===== src/rtl/tile_irq_ctrl.sv =====
// Tile-side interrupt source: latches event edges as pending and drives channel/NMI requests to the Dock IRQ router.
// Build option ACK_AUTOCLR_EN: capturing a vector also retires the captured event's pending bit.
//   state | meaning
//   IDLE  | no vector held, waiting for router slot_ack
//   ACKED | VECTOR valid, waiting for firmware read or event retirement
module tile_irq_ctrl #(
    parameter int NUM_EVENTS      = 8,
    parameter int NUM_TILE_INT_CH = 2,
    parameter int NMI_EVT         = 7,
    parameter int CFG_ADDR_WIDTH  = 8
) (
    input  logic                       clk,
    input  logic                       rst_n,
    input  logic [NUM_EVENTS-1:0]      evt_in,
    output logic [NUM_TILE_INT_CH-1:0] tile_int_req,
    output logic                       tile_nmi_req,
    input  logic                       slot_ack,
    input  logic                       cfg_wr_en,
    input  logic                       cfg_rd_en,
    input  logic [CFG_ADDR_WIDTH-1:0]  cfg_addr,
    input  logic [7:0]                 cfg_wdata,
    output logic [7:0]                 cfg_rdata,
    output logic                       ack_state
);

    typedef enum logic {IDLE, ACKED} state_t;

    state_t                     state;
    logic [NUM_EVENTS-1:0]      sync1, sync2, sync3, evt_edge;
    logic [NUM_EVENTS-1:0]      pending, enable;
    logic [1:0]                 chmap [NUM_EVENTS];
    logic                       nmi_en;
    logic [7:0]                 vector;
    logic [NUM_EVENTS-1:0]      vec_onehot;
    logic [NUM_TILE_INT_CH-1:0] req_nxt;
    logic                       nmi_nxt;
    logic [NUM_EVENTS-1:0]      w1c_mask, autoclr_mask, sel_onehot;
    logic [2:0]                 sel_ch;
    logic [3:0]                 sel_evt;
    logic                       ch_found, evt_found;
    logic                       capture, vec_rd, evt_retired;
    logic [7:0]                 rd_mux;

    assign evt_edge  = sync2 & ~sync3;
    assign capture   = slot_ack && (|tile_int_req);
    assign vec_rd    = cfg_rd_en && (cfg_addr == CFG_ADDR_WIDTH'(2));
    assign w1c_mask  = (cfg_wr_en && cfg_addr == CFG_ADDR_WIDTH'(0)) ? cfg_wdata[NUM_EVENTS-1:0] : '0;
    assign ack_state = (state == ACKED);

`ifdef ACK_AUTOCLR_EN
    assign autoclr_mask = (state == IDLE && capture) ? sel_onehot : '0;
    assign evt_retired  = 1'b0;
`else
    assign autoclr_mask = '0;
    assign evt_retired  = ~|(pending & vec_onehot);
`endif

    always_ff @(posedge clk or posedge rst_n) begin
        if (rst_n) begin
            sync1 <= '0;
            sync2 <= '0;
            sync3 <= '0;
        end else begin
            sync1 <= evt_in;
            sync2 <= sync1;
            sync3 <= sync2;
        end
    end

    // The NMI event never feeds a maskable channel, even if enabled and mapped.
    always_comb begin
        req_nxt = '0;
        nmi_nxt = 1'b0;
        for (int e = 0; e < NUM_EVENTS; e++) begin
            if (e == NMI_EVT) begin
                nmi_nxt = pending[e] & nmi_en;
            end else begin
                for (int c = 0; c < NUM_TILE_INT_CH; c++) begin
                    if (pending[e] && enable[e] && chmap[e] == 2'(c)) req_nxt[c] = 1'b1;
                end
            end
        end
    end

    always_comb begin
        sel_ch     = '0;
        sel_evt    = '0;
        sel_onehot = '0;
        ch_found   = 1'b0;
        evt_found  = 1'b0;
        for (int c = 0; c < NUM_TILE_INT_CH; c++) begin
            if (!ch_found && tile_int_req[c]) begin
                ch_found = 1'b1;
                sel_ch   = 3'(c);
            end
        end
        for (int e = 0; e < NUM_EVENTS; e++) begin
            if (!evt_found && e != NMI_EVT && pending[e] && enable[e] && chmap[e] == sel_ch[1:0]) begin
                evt_found     = 1'b1;
                sel_evt       = 4'(e);
                sel_onehot[e] = 1'b1;
            end
        end
    end

    always_comb begin
        rd_mux = '0;
        if (cfg_addr == CFG_ADDR_WIDTH'(0)) rd_mux[NUM_EVENTS-1:0] = pending;
        if (cfg_addr == CFG_ADDR_WIDTH'(1)) rd_mux[NUM_EVENTS-1:0] = enable;
        if (cfg_addr == CFG_ADDR_WIDTH'(2)) rd_mux = vector;
        if (cfg_addr == CFG_ADDR_WIDTH'(3)) rd_mux[0] = nmi_en;
        for (int e = 0; e < NUM_EVENTS; e++) begin
            if (cfg_addr == CFG_ADDR_WIDTH'(16 + e)) rd_mux[1:0] = chmap[e];
        end
    end

    // A fresh edge wins over a same-cycle W1C or auto-clear.
    always_ff @(posedge clk or posedge rst_n) begin
        if (rst_n) begin
            pending      <= '0;
            enable       <= '0;
            nmi_en       <= 1'b0;
            tile_int_req <= '0;
            tile_nmi_req <= 1'b0;
            cfg_rdata    <= '0;
            for (int e = 0; e < NUM_EVENTS; e++) chmap[e] <= '0;
        end else begin
            pending      <= (pending & ~w1c_mask & ~autoclr_mask) | evt_edge;
            tile_int_req <= req_nxt;
            tile_nmi_req <= nmi_nxt;
            if (cfg_rd_en) cfg_rdata <= rd_mux;
            if (cfg_wr_en) begin
                if (cfg_addr == CFG_ADDR_WIDTH'(1)) enable <= cfg_wdata[NUM_EVENTS-1:0];
                if (cfg_addr == CFG_ADDR_WIDTH'(3)) nmi_en <= cfg_wdata[0];
                for (int e = 0; e < NUM_EVENTS; e++) begin
                    if (cfg_addr == CFG_ADDR_WIDTH'(16 + e)) chmap[e] <= cfg_wdata[1:0];
                end
            end
        end
    end

    always_ff @(posedge clk or posedge rst_n) begin
        if (rst_n) begin
            state      <= IDLE;
            vector     <= '0;
            vec_onehot <= '0;
        end else begin
            case (state)
                IDLE: begin
                    if (capture) begin
                        state      <= ACKED;
                        vector     <= {1'b1, sel_ch, sel_evt};
                        vec_onehot <= sel_onehot;
                    end
                end
                ACKED: begin
                    if (vec_rd || evt_retired) begin
                        state     <= IDLE;
                        vector[7] <= 1'b0;
                    end else if (capture) begin
                        vector     <= {1'b1, sel_ch, sel_evt};
                        vec_onehot <= sel_onehot;
                    end
                end
                default: state <= IDLE;
            endcase
        end
    end

endmodule


===== config.mk =====
export PLATFORM = sky130hd
export DESIGN_NAME = tile_irq_ctrl
export DESIGN_NICKNAME = d
export VERILOG_FILES = /design/src/rtl/tile_irq_ctrl.sv
export SDC_FILE = /design/constraint.sdc
export NUM_CORES = 1
export LEC_CHECK = 0
export BUFFER_PORTS_ARGS = -buffer_cell sky130_fd_sc_hd__buf_2
export CORE_ASPECT_RATIO = 2
export CORE_MARGIN = 2
export CORE_UTILIZATION = 60
export CTS_CLUSTER_DIAMETER = 120
export CTS_CLUSTER_SIZE = 25
export DETAILED_ROUTE_END_ITERATION = 7
export PLACE_DENSITY = 0.82
export SYNTH_ARGS = -nofsm -noshare
export SYNTH_HDL_FRONTEND = slang
export SYNTH_SLANG_ARGS = --single-unit

===== constraint.sdc =====
create_clock -name clk -period 3.3 [get_ports clk]
set_input_delay 0 -clock clk [delete_from_list [all_inputs] [get_ports clk]]
set_output_delay 0 -clock clk [all_outputs]
set_load 0.005 [all_outputs]

Word-level counts from Yosys, hierarchy flattened
Cells that the tools add are included.

Bits of input ports: 29. Flip-flop bits (word level): 85. Logic and storage cells: 185. Output and inout bits: 12.

Eq/ne operators: 26. Bitwise gates (word level): 8. Mux-type cells: 57. Reduce and logical (&&, ||, !) cells: 73.

Operators by type and width (number): $eq A8 B5 Y1 const B (8); $mux W8 (7); $logic_and A1 B1 Y1 (44); $mux W1 (33); $pmux W8 S2 (2); $and A8 B8 Y8 (3); $mux W4 (5); $reduce_and A2 Y1 (10); $eq A8 B2 Y1 const B (2); $mux W2 (8); $not A8 Y8 (2); $eq A2 B1 Y1 const B (7); $eq A2 B2 Y1 (7); $logic_not A2 Y1 (7); $eq A8 B1 Y1 const B (1); $logic_not A1 Y1 (8); $logic_not A8 Y1 (1); $or A8 B8 Y8 (1); $reduce_or A8 Y1 (1); $mux W7 (1); $ne A2 B2 Y1 const B (1); $pmux W1 S2 (1); $reduce_or A2 Y1 (1); $and A1 B1 Y1 (1); other kinds (2) (2).

Depth between registers and ports, before layout
Gate-level depths: netlist of run 1.

Word-level depth: 40. Gate-level depth with buffers: 7. Gate-level depth less buffers: 5.

Worst setup path after synthesis of run 1
OpenSTA, ideal clock, no wires.

Path kind: reg2reg. Start point: register tile_int_req[1]. End point: register vector[1]. Path slack: 1.846 ns. Required time: 3.174 ns. Clock period less this slack: 1.454 ns. Buffers on the path: 1. Arrival: 1.329 ns. Setup time: 0.126 ns. Stages on the path, launching flop included: 7. Path through: dfrtp_1 -> nor2b_1 -> buf_2 -> xnor2_1 -> a22oi_1 -> a211oi_1 -> o31ai_1.

Word-level cells in the longest chain between the ends: 38. Elaborated cells between the ends (all ways): 50. Classes of those cells: eq/ne (7); mux (15); reduce/logical (28).

Ends and longest elaborated chain: from (decl) (RTL line 15) `output logic [NUM_TILE_INT_CH-1:0] tile_int_req,`; from (signal assigned) (RTL line 129) `tile_int_req <= req_nxt;`; $logic_and A1 B1 Y1 (RTL line 92) `if (!ch_found && tile_int_req[c]) begin`; $mux W1 (RTL line 92); $eq A2 B2 Y1 (RTL line 98) `if (!evt_found && e != NMI_EVT && pending[e] && enable[e] && chmap[e] == sel_ch[1:0]) begin`; $logic_and A1 B1 Y1 (RTL line 98); $mux W1 (RTL line 98); $logic_not A1 Y1 (RTL line 98); $logic_and A1 B1 Y1 (3 in series) (RTL line 98); $mux W1 (RTL line 98); [... 16 more ...]; $logic_and A1 B1 Y1 (3 in series) (RTL line 98); $mux W1 (RTL line 98); $logic_not A1 Y1 (RTL line 98); $logic_and A1 B1 Y1 (3 in series) (RTL line 98); $mux W4 (RTL line 98); $mux W8 (*) (RTL line 150, 160); $mux W7 (RTL line 157) `if (vec_rd || evt_retired) begin`; $pmux W8 S2 (*) (RTL line 148) `case (state)`; to (signal assigned) (RTL line 152) `vector <= {1'b1, sel_ch, sel_evt};`; to (signal assigned) (RTL line 161) `vector <= {1'b1, sel_ch, sel_evt};`; to (decl) (RTL line 33) `logic [7:0] vector;`.

Mark *: on every way between the ends. The rest lies on a longest branch, timed or not. The select of a mux whose other input is x is not followed. A chain may end at the register's enable or synchronous reset.

Final worst setup path of run 1
Start point: register tile_int_req[0]. End point: register vector[2].

Word-level cells in the longest chain between the ends: 40. Elaborated cells between the ends (all ways): 51. Classes of those cells: eq/ne (7); mux (15); reduce/logical (29).

Ends and longest elaborated chain (RTL line): $mux W1 (92); $logic_not A1 Y1 (92); $logic_and A1 B1 Y1 (92); $mux W1 (92); $eq A2 B2 Y1 (98); $logic_and A1 B1 Y1 (98); $mux W1 (98); $logic_not A1 Y1 (98); [... 20 more ...]; $logic_and A1 B1 Y1 (3 in series) (98); $mux W1 (98); $logic_not A1 Y1 (98); $logic_and A1 B1 Y1 (3 in series) (98); $mux W4 (98); $mux W8 (*) (150, 160); $mux W7 (157); $pmux W8 S2 (*) (148).

Marked as above.

==> results by group, run 1 <==
Run status
  – Status: complete, but fails checks
  – Failing checks: design-rule violations

Clock network
  – CTS Buf Count: 9
  – CTS tree: done
  – Clock Pin Slew Worst Setup and Hold Paths: 0.06 ns
  – Root buffer cell: clkbuf_16
  – H-tree levels: 3
  – Clock Latency Late Sink: 0.33 ns
  – Clock buffer depth: 2
  – Num Clock Sinks: 81
  – Post-CTS Setup Bufs: 0

Final layout
  – FF/Latch Area: 0.00203 sq mm
  – Final-layout fill cell count: 421
  – Layout cell share with drive strength beyond 1: 22.3%
  – Nets@finish: 406
  – Multi-input gate area: 0.00145 sq mm
  – Final Non-Filler Cells: 444
  – Ant diodes: 0
  – Area delta synth->final: 18.3%

Critical path
  – Startpoint Class: flop
  – WP buf/inv: 0
  – Worst setup path class: flop to flop
  – Crit path required time: 3.53 ns
  – Worst R2R Start: tile_int_req[0]$_DFF_PP0_
  – WP data arrival: 2.29 ns
  – Cell Chain, Critical Path: nor2b_1 -> xnor2_1 -> nand2_1 -> nand4_1 -> o31ai_1
  – Crit path largest cell delay: 0.60 ns
  – Critical path's top delay family: simple AND/OR/NAND/NOR gates
  – CP max FO: 7
  – Slowest cell on crit path: nor2b_1
  – CP startpoint: tile_int_req[0]$_DFF_PP0_
  – CP Capture Type: flop

Route
  – Vias: 2810
  – 1st-iter DRT viols: 212
  – Drt drc: 7
  – Post-route ant nets: 0
  – Wire length per cell: 19.2 um
  – Avg Vias per Cell: 6.33
  – TritonRoute pass-1 iters: 6
  – WL final: 8540 um

Floorplan
  – # rows: 40
  – Ports: 41
  – Starting Density: 61.0%
  – Die area: 0.00668 sq mm
  – Width of the die: 58.8 um
  – Die Ht: 114 um
  – Core area: 0.00591 sq mm

STA
  – Final Hold Viols: 0
  – Least-Margin Pin Slew: 0.900 ns
  – Unrepaired setup endpoints after global routing: no
  – Fin crit period: 2.06 ns
  – Fmax achieved: 485 MHz
  – Max-slew violation count: 0
  – Final setup vio count: 0
  – Post-route worst setup slack: 1.24 ns
  – Hold Slack: 0.0418 ns
  – Worst Clk Skew: 0.00413 ns
  – Period utilization: 62.5%
  – Headroom to the max-slew limit: 39.9%
  – Setup TNS: 0 ns

GRT
  – Initial antenna violation count: 0
  – Vias in the first global route: 2868
  – Total grt overflow: 0
  – Pin count of the biggest net entering global routing: 56
  – Gr usage total: 28.8%
  – First-pass GRT wire length: 14200 um

Pwr
  – Share of total power in combinational logic: 11.6%
  – Clock share of power: 39.6%
  – Sequential power share: 48.8%
  – Peak VDD IR: 0.527 mV
  – Leak: 0.00198 uW
  – Cell-internal power: 1700 uW
  – Switching Power: 584 uW
  – Sw Share: 25.6%
  – PwrDens: 535 mW/mm^2

Worst hold path
  – Hold path startpoint: cfg_addr[5]
  – Min-Delay Path Class: input pin to flop

Synth
  – Post-Syn Instances: 322
  – Seq/Total Area, Yosys: 56.3%
  – Area of the mapped netlist: 0.00360 sq mm
  – Syn avg cell area: 11.2 sq um
  – Syn Nets: 351
  – Synth area leader: dfrtp_1
  – Top cells by area in the synthesized netlist: dfrtp_1, mux2_2, nand2_1
  – Number of synthesized register bits: 81
  – EDFF count, synth: 0
  – Yosys warnings: 0
  – Asr flop ratio synth: 100%
  – Distinct cell type count after synthesis: 50
  – Area share of the largest cell type after synthesis: 56.3%
  – Leading register cell type out of synthesis: dfrtp_1

Placement
  – Post-Place Cells: 413
  – Post-DP HPWL: 6180 um
  – Port Buffers: 40
  – Placer Congestion: 0.963
  – DP Worst Slack: 1.27 ns

Job
  – Max cap viols: 0
==> cell type report <==
cell class | count | share of cell area, %
flip-flops and latches | 81 | 47.5
multi-input cells | 211 | 34.1
repair buffers | 57 | 8.63
clock buffers | 11 | 5.69
well taps | 63 | 1.85
inverters | 17 | 1.53
clock inverters | 4 | 0.675
==> kinds of logic (layout without fill, tap and decap cells) <==
kind of cell	after synthesis	count (layout)	share of synthesized area, %
xor gates and xnor gates	7	7	1.70
muxes	34	34	10.6
buffers and inverters	30	89	3.44
and+or+nand+nor	103	103	14.6
DFF	81	81	56.2
AOI/OAI and AO/OA	67	67	13.4
==> flip-flops by register name, indices dropped and copies added, names as in the netlist <==
name / count
sync1: 8
pending: 8
tile_nmi_req: 1
chmap: 16
nmi_en: 1
vector: 5
tile_int_req: 2
ack_state: 1
enable: 8
cfg_rdata: 8
vec_onehot: 7
sync2: 8
sync3: 8
==> synth_stat cells, drive strengths merged (2+ instances only) <==
cell type   n
o22ai       4
a22oi       6
nand2      42
inv        17
a211oi      2
a221oi      2
xnor2       7
a22o        8
o31ai      12
nor2       17
a21o        2
nand3b      4
and2        5
mux2i       9
clkbuf      3
nor3        7
nand3       5
nor2b       6
buf        10
a21oi       5
nand4       2
or3         2
nand2b      4
a31oi       4
o21ai      12
dfrtp      81
and3b       2
mux2       24
==> path summary, 6_finish.rpt <==
kind | end | slack (ns) | depth (start not counted)
worst min-delay path | cfg_rdata[0]$_DFFE_PP0P_ | 0.04 | 4
min in group asynchronous | sync3[3]$_DFF_PP0_ | 0.38 | 3
worst min register to register | sync2[5]$_DFF_PP0_ | 0.35 | 0
worst max register to register | vector[2]$_DFFE_PP0P_ | 1.24 | 5
worst max-delay path | vector[2]$_DFFE_PP0P_ | 1.24 | 5
max in group asynchronous | chmap[10]$_DFFE_PP0P_ | 2.05 | 4
==> timing repair <==
| action | in CTS | in global routing |
|---|---|---|
| endpoints found under the hold margin | 73 | 0 |
| gates resized for setup | 0 | 0 |
| hold buffers | 16 | 0 |
==> worst min-delay path, delay by kind of cell <==
family                 cells  cell delay (ns)
AOI/OAI and AO/OA          2             0.17
buffers and inverters      1             0.09
and+or+nand+nor            1             0.07
==> power by group through the flow <==
stage          registers, uW  clock network (uW)  logic, uW
3_5_place_dp            1130                   0        246
2_1_floorplan           1110                   0        175
5_1_grt                 1120                 967        296
6_report                1110                 904        265
3_3_place_gp            1120                   0        237
4_1_cts                 1110                 923        263
==> routing by layer <==
layer	GRT usage [%]	vias to the layer above	part of all wire (%)
met5	0	-	0
met4	14.5	0	4.3
met3	7.03	30	7.1
met2	44.2	152	50
met1	37.7	1366	39
li1	-	1262	-
==> layout by cell type (no fill, tap or decap), drive strengths merged, types with 4 or more instances in the layout <==
cell and n:
a22o 8, dlygate4sd3 16, nor3 7, o22ai 4, nand2b 4, nor2 17, a21oi 5, o31ai 12
mux2 24, nand3b 4, nand2 42, nor2b 6, and2 5, a31oi 4, buf 41, xnor2 7
inv 17, o21ai 12, a22oi 6, dfrtp 81, nand3 5, clkbuf 11, mux2i 9
==> per-stage QoR <==
step                      power (uW)  instance area (sq um)  util (%)
after floorplan                 1280                   3600         -
final                           2280                   4260      72.2
after global routing            2380                   4260      72.2
after CTS                       2300                   4260      72.2
after global placement          1360                   3830      64.9
after detailed placement        1370                   3830      64.9
(Power assumes the default switching activity.)
==> run 2, diff against run 1 <==
ABC_AREA = 1   (was unset)
CORE_UTILIZATION = 58   (was 60)
PLACE_DENSITY = 0.79   (was 0.82)
clock period = 2 ns   (was 3.3 ns; I/O delays follow)
==> results by group, run 2 <==
Run status
  – Status: completed

Final layout
  – Nets@finish: 507 (+25%)
  – Register with the most flip-flops: chmap
  – Area delta synth->final: 22.7%
  – Most common cell after layout, fill and taps aside: nand2_1
  – FF/Latch Area: 0.00203 sq mm (unchanged)
  – Max reg flops: 16 (unchanged)
  – Multi-input gate area: 0.00130 sq mm (-11%)
  – Final-layout fill cell count: 444 (+5.5%)
  – Final core occ: 73.6% (+1.4 points)
  – Most frequent cells in the layout: nand2_1, dfrtp_1, o21ai_0
  – Layout cell share with drive strength beyond 1: 17.6% (-4.7 points)
  – Ant diodes: 0 (unchanged)

Pwr
  – Sw Share: 24.8% (-0.80 points)
  – Clock share of power: 43.2% (+3.6 points)
  – Leak: 0.00218 uW (+10%)
  – Share of total power in combinational logic: 10.2% (-1.4 points)
  – Pwr Total: 3930 uW (+72%)
  – Cell-internal power: 2950 uW (+74%)
  – PwrDens: 896 mW/mm^2 (+67%)
  – Sequential power share: 46.6% (-2.2 points)
  – Switching Power: 974 uW (+67%)
  – Peak VDD IR: 0.714 mV (+35%)

GRT
  – Vias in the first global route: 2954 (+3.0%)
  – First-pass GRT wire length: 14100 um (-0.39%)
  – Gr usage total: 28.6% (-0.19 points)
  – Pin count of the biggest net entering global routing: 39 (-30%)
  – Total grt overflow: 0 (unchanged)
  – Initial antenna violation count: 0 (unchanged)

STA
  – Fin crit period: 1.73 ns (-0.329 ns)
  – Hold Slack: 0.0944 ns (+0.0526 ns)
  – Worst Clk Skew: 0.00397 ns (-0.000156 ns)
  – Max-slew violation count: 0 (unchanged)
  – Fmax achieved: 577 MHz (+19%)
  – Final setup vio count: 0 (unchanged)
  – Headroom to the max-slew limit: 63.5% (+24 points)
  – Unrepaired setup endpoints after global routing: no
  – Period utilization: 86.6% (+24 points)
  – Final Hold Viols: 0 (unchanged)
  – Setup TNS: 0 ns (unchanged)
  – Least-Margin Pin Slew: 0.546 ns (-0.354 ns)

Critical path
  – CP startpoint: tile_int_req[0]$_DFF_PP0_
  – Crit path required time: 2.23 ns (-1.30 ns)
  – WP data arrival: 1.96 ns (-0.33 ns)
  – Worst R2R Start: tile_int_req[0]$_DFF_PP0_
  – Crit path largest cell delay: 0.41 ns (-0.19 ns)
  – Worst path most repeated cell: nand2_1
  – Startpoint Class: flop
  – Slowest cell on crit path: dfrtp_1
  – Cell Chain, Critical Path: inv_2 -> nand2_4 -> nand2_1 -> nand3_4 -> nand2_4 -> nand2_2 -> nor3_2 -> nand2_2 -> nand3_1 -> nand3_1 -> nand2_1 -> nand2_1
  – CP Capture Type: flop
  – Worst setup path class: flop to flop
  – CP max FO: 10 (+3)

Clock network
  – CTS tree: done
  – Post-CTS Setup Bufs: 0 (unchanged)
  – H-tree levels: 3 (unchanged)
  – Clock Pin Slew Worst Setup and Hold Paths: 0.06 ns (about the same)
  – Num Clock Sinks: 81 (unchanged)
  – Clock Latency Late Sink: 0.34 ns (about the same)
  – Clock buffer depth: 2 (unchanged)
  – CTS Buf Count: 9 (unchanged)
  – Root buffer cell: clkbuf_16

Floorplan
  – # rows: 40 (unchanged)
  – Width of the die: 59.5 um (+1.1%)
  – Die area: 0.00684 sq mm (+2.3%)
  – Starting Density: 59.9% (-1.1 points)
  – Core area: 0.00596 sq mm (+0.85%)
  – Die Ht: 115 um (+1.2%)
  – Ports: 41 (unchanged)

Synth
  – Synth area leader: dfrtp_1
  – Syn Nets: 437 (+25%)
  – Number of synthesized register bits: 81 (unchanged)
  – Post-Synth Adder-Cell Area: 0% (unchanged)
  – Post-synth top cells: nand2_1, dfrtp_1, o21ai_0, inv_1, nor2_1
  – Syn avg cell area: 8.75 sq um (-22%)
  – Top cells by area in the synthesized netlist: dfrtp_1, nand2_1, o21ai_0
  – Asr flop ratio synth: 100% (unchanged)
  – Area of the mapped netlist: 0.00357 sq mm (-0.94%)
  – Largest family of logic cells by synthesized area: simple AND/OR/NAND/NOR gates
  – EDFF count, synth: 0 (unchanged)
  – Yosys warnings: 0 (unchanged)
  – Seq/Total Area, Yosys: 56.8% (+0.53 points)
  – Most frequent cell after synthesis: nand2_1
  – Post-Syn Instances: 408 (+27%)
  – Leading register cell type out of synthesis: dfrtp_1
  – Distinct cell type count after synthesis: 32 (-36%)
  – Synth Area in Compound Gates: 13.3% (-0.12 points)
  – Mux cell area share after synthesis: 0% (-11 points)
  – Xor and xnor fraction of the mapped netlist area: 0.245% (-1.5 points)
  – Synth Area in Simple Gates: 22.7% (+8.1 points)
  – Area share of the largest cell type after synthesis: 56.8% (+0.53 points)

Route
  – Post-route ant nets: 0 (unchanged)
  – Wire length per cell: 15.8 um (-18%)
  – WL final: 8630 um (+1.1%)
  – Avg Vias per Cell: 5.41 (-15%)
  – 1st-iter DRT viols: 166 (-22%)
  – Vias: 2953 (+5.1%)
  – Drt drc: 0 (-7)
  – TritonRoute pass-1 iters: 5 (-1)

Placement
  – Placer Congestion: 0.964 (about the same)
  – Port Buffers: 40 (unchanged)
  – Post-DP HPWL: 6520 um (+5.6%)

Job
  – Max cap viols: 0 (unchanged)

Worst hold path
  – Min-Delay Path Class: input pin to flop
  – Hold path startpoint: cfg_wr_en
run 2: critical path, delay by kind of cell, from the launching register on:
kind                   cells  cell delay [ns]
AND/OR/NAND/NOR           11             1.14
buffers and inverters      1             0.07
flip-flops                 1             0.41
run 2: repair_timing:
item,4_1_cts,5_1_grt
setup endpoints to repair,0,8
resized for setup,0,1
hold buffers,16,0
endpoints found under the hold margin,42,0
run 2: through the flow:
stage	instances	area [sq um]	setup WS, ns
after global routing	546	4380	0.0630
final	546	4380	0.267
after CTS	546	4380	0.209
after detailed placement	514	3900	0.223
after global placement	514	3900	0.280
after floorplan	408	3570	0.487
run 2: power groups by stage:
stage          registers (uW)  clock network [uW]  logic (uW)
2_1_floorplan            1830                   0         256
3_3_place_gp             1860                   0         367
3_5_place_dp             1860                   0         371
4_1_cts                  1830                1720         398
5_1_grt                  1840                1790         465
6_report                 1830                1700         399
run 2: cell families after synthesis:
family | after synthesis
XOR/XNOR | 1
flip-flops | 81
AO/OA/AOI/OAI | 85
AND/OR/NAND/NOR | 177
buffers and inverters | 64
run 2: final cells by class:
| type | instances | area share (%) |
|---|---|---|
| multi-input combinational | 263 | 29.6 |
| sequential | 81 | 46.3 |
| timing repair buffer | 65 | 10.1 |
| clock inverter | 5 | 1.40 |
| tap | 63 | 1.80 |
| inverter | 58 | 5.11 |
| clock buffer | 11 | 5.77 |
run 2: worst paths after layout:
kind,endpoint,slack (ns),cells past startpoint
min reg2reg,sync2[5]$_DFF_PP0_,0.35,0
min in group asynchronous,sync3[7]$_DFF_PP0_,0.27,3
min,chmap[7]$_DFFE_PP0P_,0.09,3
max in group asynchronous,cfg_rdata[2]$_DFFE_PP0P_,1.08,4
max reg2reg,vector[0]$_DFFE_PP0P_,0.27,12
max,vector[0]$_DFFE_PP0P_,0.27,12
run 2: metal layers:
| metal | part of all wire [%] | vias to the layer above | wire length [um] | global-route usage (%) |
|---|---|---|---|---|
| li1 | - | 1460 | - | - |
| met1 | 37 | 1388 | 3190 | 31.4 |
| met2 | 53 | 76 | 4620 | 48.6 |
| met3 | 4.0 | 29 | 346 | 5.51 |
| met4 | 5.5 | 0 | 476 | 18.3 |
| met5 | 0 | - | 0 | 0 |
==> run 3, diff against run 2 <==
CORE_ASPECT_RATIO = unset   (was 2)
==> results by group, run 3 (synthesis results as in run 2) <==
Run status
  – Status: completed

Clock network
  – Post-CTS Setup Bufs: 0 (unchanged)
  – CTS tree: done
  – Root buffer cell: clkbuf_8
  – Clock Latency Late Sink: 0.35 ns (about the same)
  – CTS resizes: 0 (unchanged)
  – Num Clock Sinks: 81 (unchanged)
  – Clock buffer depth: 2 (unchanged)
  – H-tree levels: 3 (unchanged)
  – Clock Pin Slew Worst Setup and Hold Paths: 0.09 ns (+0.03 ns)
  – CTS Buf Count: 9 (unchanged)

Placement
  – Post-DP HPWL: 6000 um (-8.0%)
  – Placer Congestion: 0.852 (-12%)
  – DP Worst Slack: 0.265 ns (+0.0420 ns)
  – Cell Area, Placed: 0.00387 sq mm (-0.77%)
  – Port Buffers: 40 (unchanged)

GRT
  – Pin count of the biggest net entering global routing: 82 (+110%)
  – Gr usage total: 27.1% (-1.6 points)
  – Total grt overflow: 0 (unchanged)
  – First-pass GRT wire length: 13400 um (-4.9%)
  – Initial antenna violation count: 0 (unchanged)
  – Vias in the first global route: 2750 (-6.9%)

STA
  – Least-Margin Pin Slew: 0.447 ns (-0.0985 ns)
  – Fmax achieved: 570 MHz (-1.2%)
  – Worst Clk Skew: 0.0143 ns (+0.0103 ns)
  – Final Hold Viols: 0 (unchanged)
  – Unrepaired setup endpoints after global routing: no
  – Final setup vio count: 0 (unchanged)
  – Hold Slack: 0.0624 ns (-0.0321 ns)
  – Headroom to the max-slew limit: 70.1% (+6.6 points)
  – Fin crit period: 1.75 ns (+0.0204 ns)
  – Setup TNS: 0 ns (unchanged)
  – Post-route worst setup slack: 0.247 ns (-0.0204 ns)
  – Period utilization: 87.7% (+1.0 points)
  – Max-slew violation count: 0 (unchanged)

Floorplan
  – Ports: 41 (unchanged)
  – # rows: 28 (-30%)
  – Core area: 0.00592 sq mm (-0.59%)
  – Starting Density: 60.3% (+0.35 points)
  – Die Ht: 82.5 um (-28%)
  – Die area: 0.00680 sq mm (-0.56%)
  – Width of the die: 82.5 um (+39%)

Route
  – 1st-iter DRT viols: 219 (+32%)
  – Drt drc: 0 (unchanged)
  – Wire length per cell: 15.0 um (-5.0%)
  – WL final: 8290 um (-3.9%)
  – TritonRoute pass-1 iters: 5 (unchanged)
  – Avg Vias per Cell: 5.35 (-1.1%)
  – Vias: 2953 (unchanged)
  – Post-route ant nets: 0 (unchanged)

Final layout
  – Final-layout fill cell count: 476 (+7.2%)
  – Layout cell share with drive strength beyond 1: 16.4% (-1.2 points)
  – Nets@finish: 501 (-1.2%)
  – Ant diodes: 0 (unchanged)
  – Multi-input gate area: 0.00129 sq mm (-0.39%)
  – FF/Latch Area: 0.00203 sq mm (unchanged)
  – Most frequent cells in the layout: nand2_1, dfrtp_1, o21ai_0
  – Fin area: 0.00425 sq mm (-3.0%)
  – Max reg flops: 16 (unchanged)
  – Area delta synth->final: 19.1%
  – Most common cell after layout, fill and taps aside: nand2_1
  – Register with the most flip-flops: chmap

Pwr
  – PwrDens: 831 mW/mm^2 (-7.2%)
  – Peak VDD IR: 0.807 mV (+13%)
  – Leak: 0.00210 uW (-3.7%)

Critical path
  – WP data arrival: 2.01 ns (+0.05 ns)
  – Worst path most repeated cell: nand2_1
  – Startpoint Class: flop
  – Worst setup path class: flop to flop
  – Slowest cell on crit path: dfrtp_1
  – Crit path required time: 2.25 ns (+0.02 ns)
  – CP Capture Type: flop
  – Critical path's top delay family: simple AND/OR/NAND/NOR gates
  – Crit path largest cell delay: 0.45 ns (+0.04 ns)
  – CP max FO: 23 (+13)
  – Cell Chain, Critical Path: a221oi_1 -> nand4_1 -> o21ai_1 -> nand2_1 -> nand2_2 -> inv_1 -> nand2_1 -> nand2_1
  – WP buf/inv: 1 (unchanged)

Worst hold path
  – Min-Delay Path Class: input pin to flop

Job
  – Max cap viols: 0 (unchanged)
## run 3: changes by cell type in the layout (fill, tap and decap cells not counted), sizes merged
cell	previous run	this run
buf	49	43
bufinv	1	2
clkbuf	11	10
clkinv	2	3
inv	59	58
## run 3: worst paths after layout
kind,start,end,slack [ns],cells after the start
hold / removal,cfg_wr_en,nmi_en$_DFFE_PP0P_,0.06,3
setup reg to reg,pending[5]$_DFF_PP0_,vector[1]$_DFFE_PP0P_,0.25,8
min in group asynchronous,rst_n,pending[7]$_DFF_PP0_,0.33,4
setup / recovery,pending[5]$_DFF_PP0_,vector[1]$_DFFE_PP0P_,0.25,8
max in group asynchronous,rst_n,chmap[3]$_DFFE_PP0P_,1.32,4
hold reg to reg,sync1[2]$_DFF_PP0_,sync2[2]$_DFF_PP0_,0.35,0
## run 3: per-layer routing
layer | vias to the layer above | wire, um | global-route usage, %
met3 | 11 | 406 | 4.35
met2 | 99 | 4020 | 44.4
met4 | 0 | 121 | 8.33
met5 | - | 0 | 0
met1 | 1401 | 3750 | 37.1
li1 | 1442 | - | -
## run 3: what timing repair did
item / in CTS / in global routing
setup endpoints to repair: 0 / 0
hold buffers: 16 / 0
hold endpoints to repair: 103 / 0
## run 3: cell type report
type | count | area share (%)
Clock inverter | 6 | 2.15
Inverter | 58 | 5.27
Timing Repair Buffer | 59 | 9.30
Clock buffer | 10 | 3.00
Multi-Input combinational cell | 263 | 30.4
Sequential cell | 81 | 47.7
Tap cell | 75 | 2.21
## run 3: where the power goes
group	switching (uW)	internal [uW]
sequential	83.6	1750
clock	606	711
combinational	234	153
total	924	2610
## run 3: worst min-delay path, stage by stage
cell,delay (ns)
buf_2,0.17
nand3_1,0.12
o21ai_0,0.07
## run 3: stage by stage
stage	utilization, %	power, uW	cells
global route	71.8	3690	552
CTS	71.8	3550	552
detailed placement	65.4	2230	520
floorplan	-	2090	408
finish	71.8	3530	552
global placement	65.4	2210	520
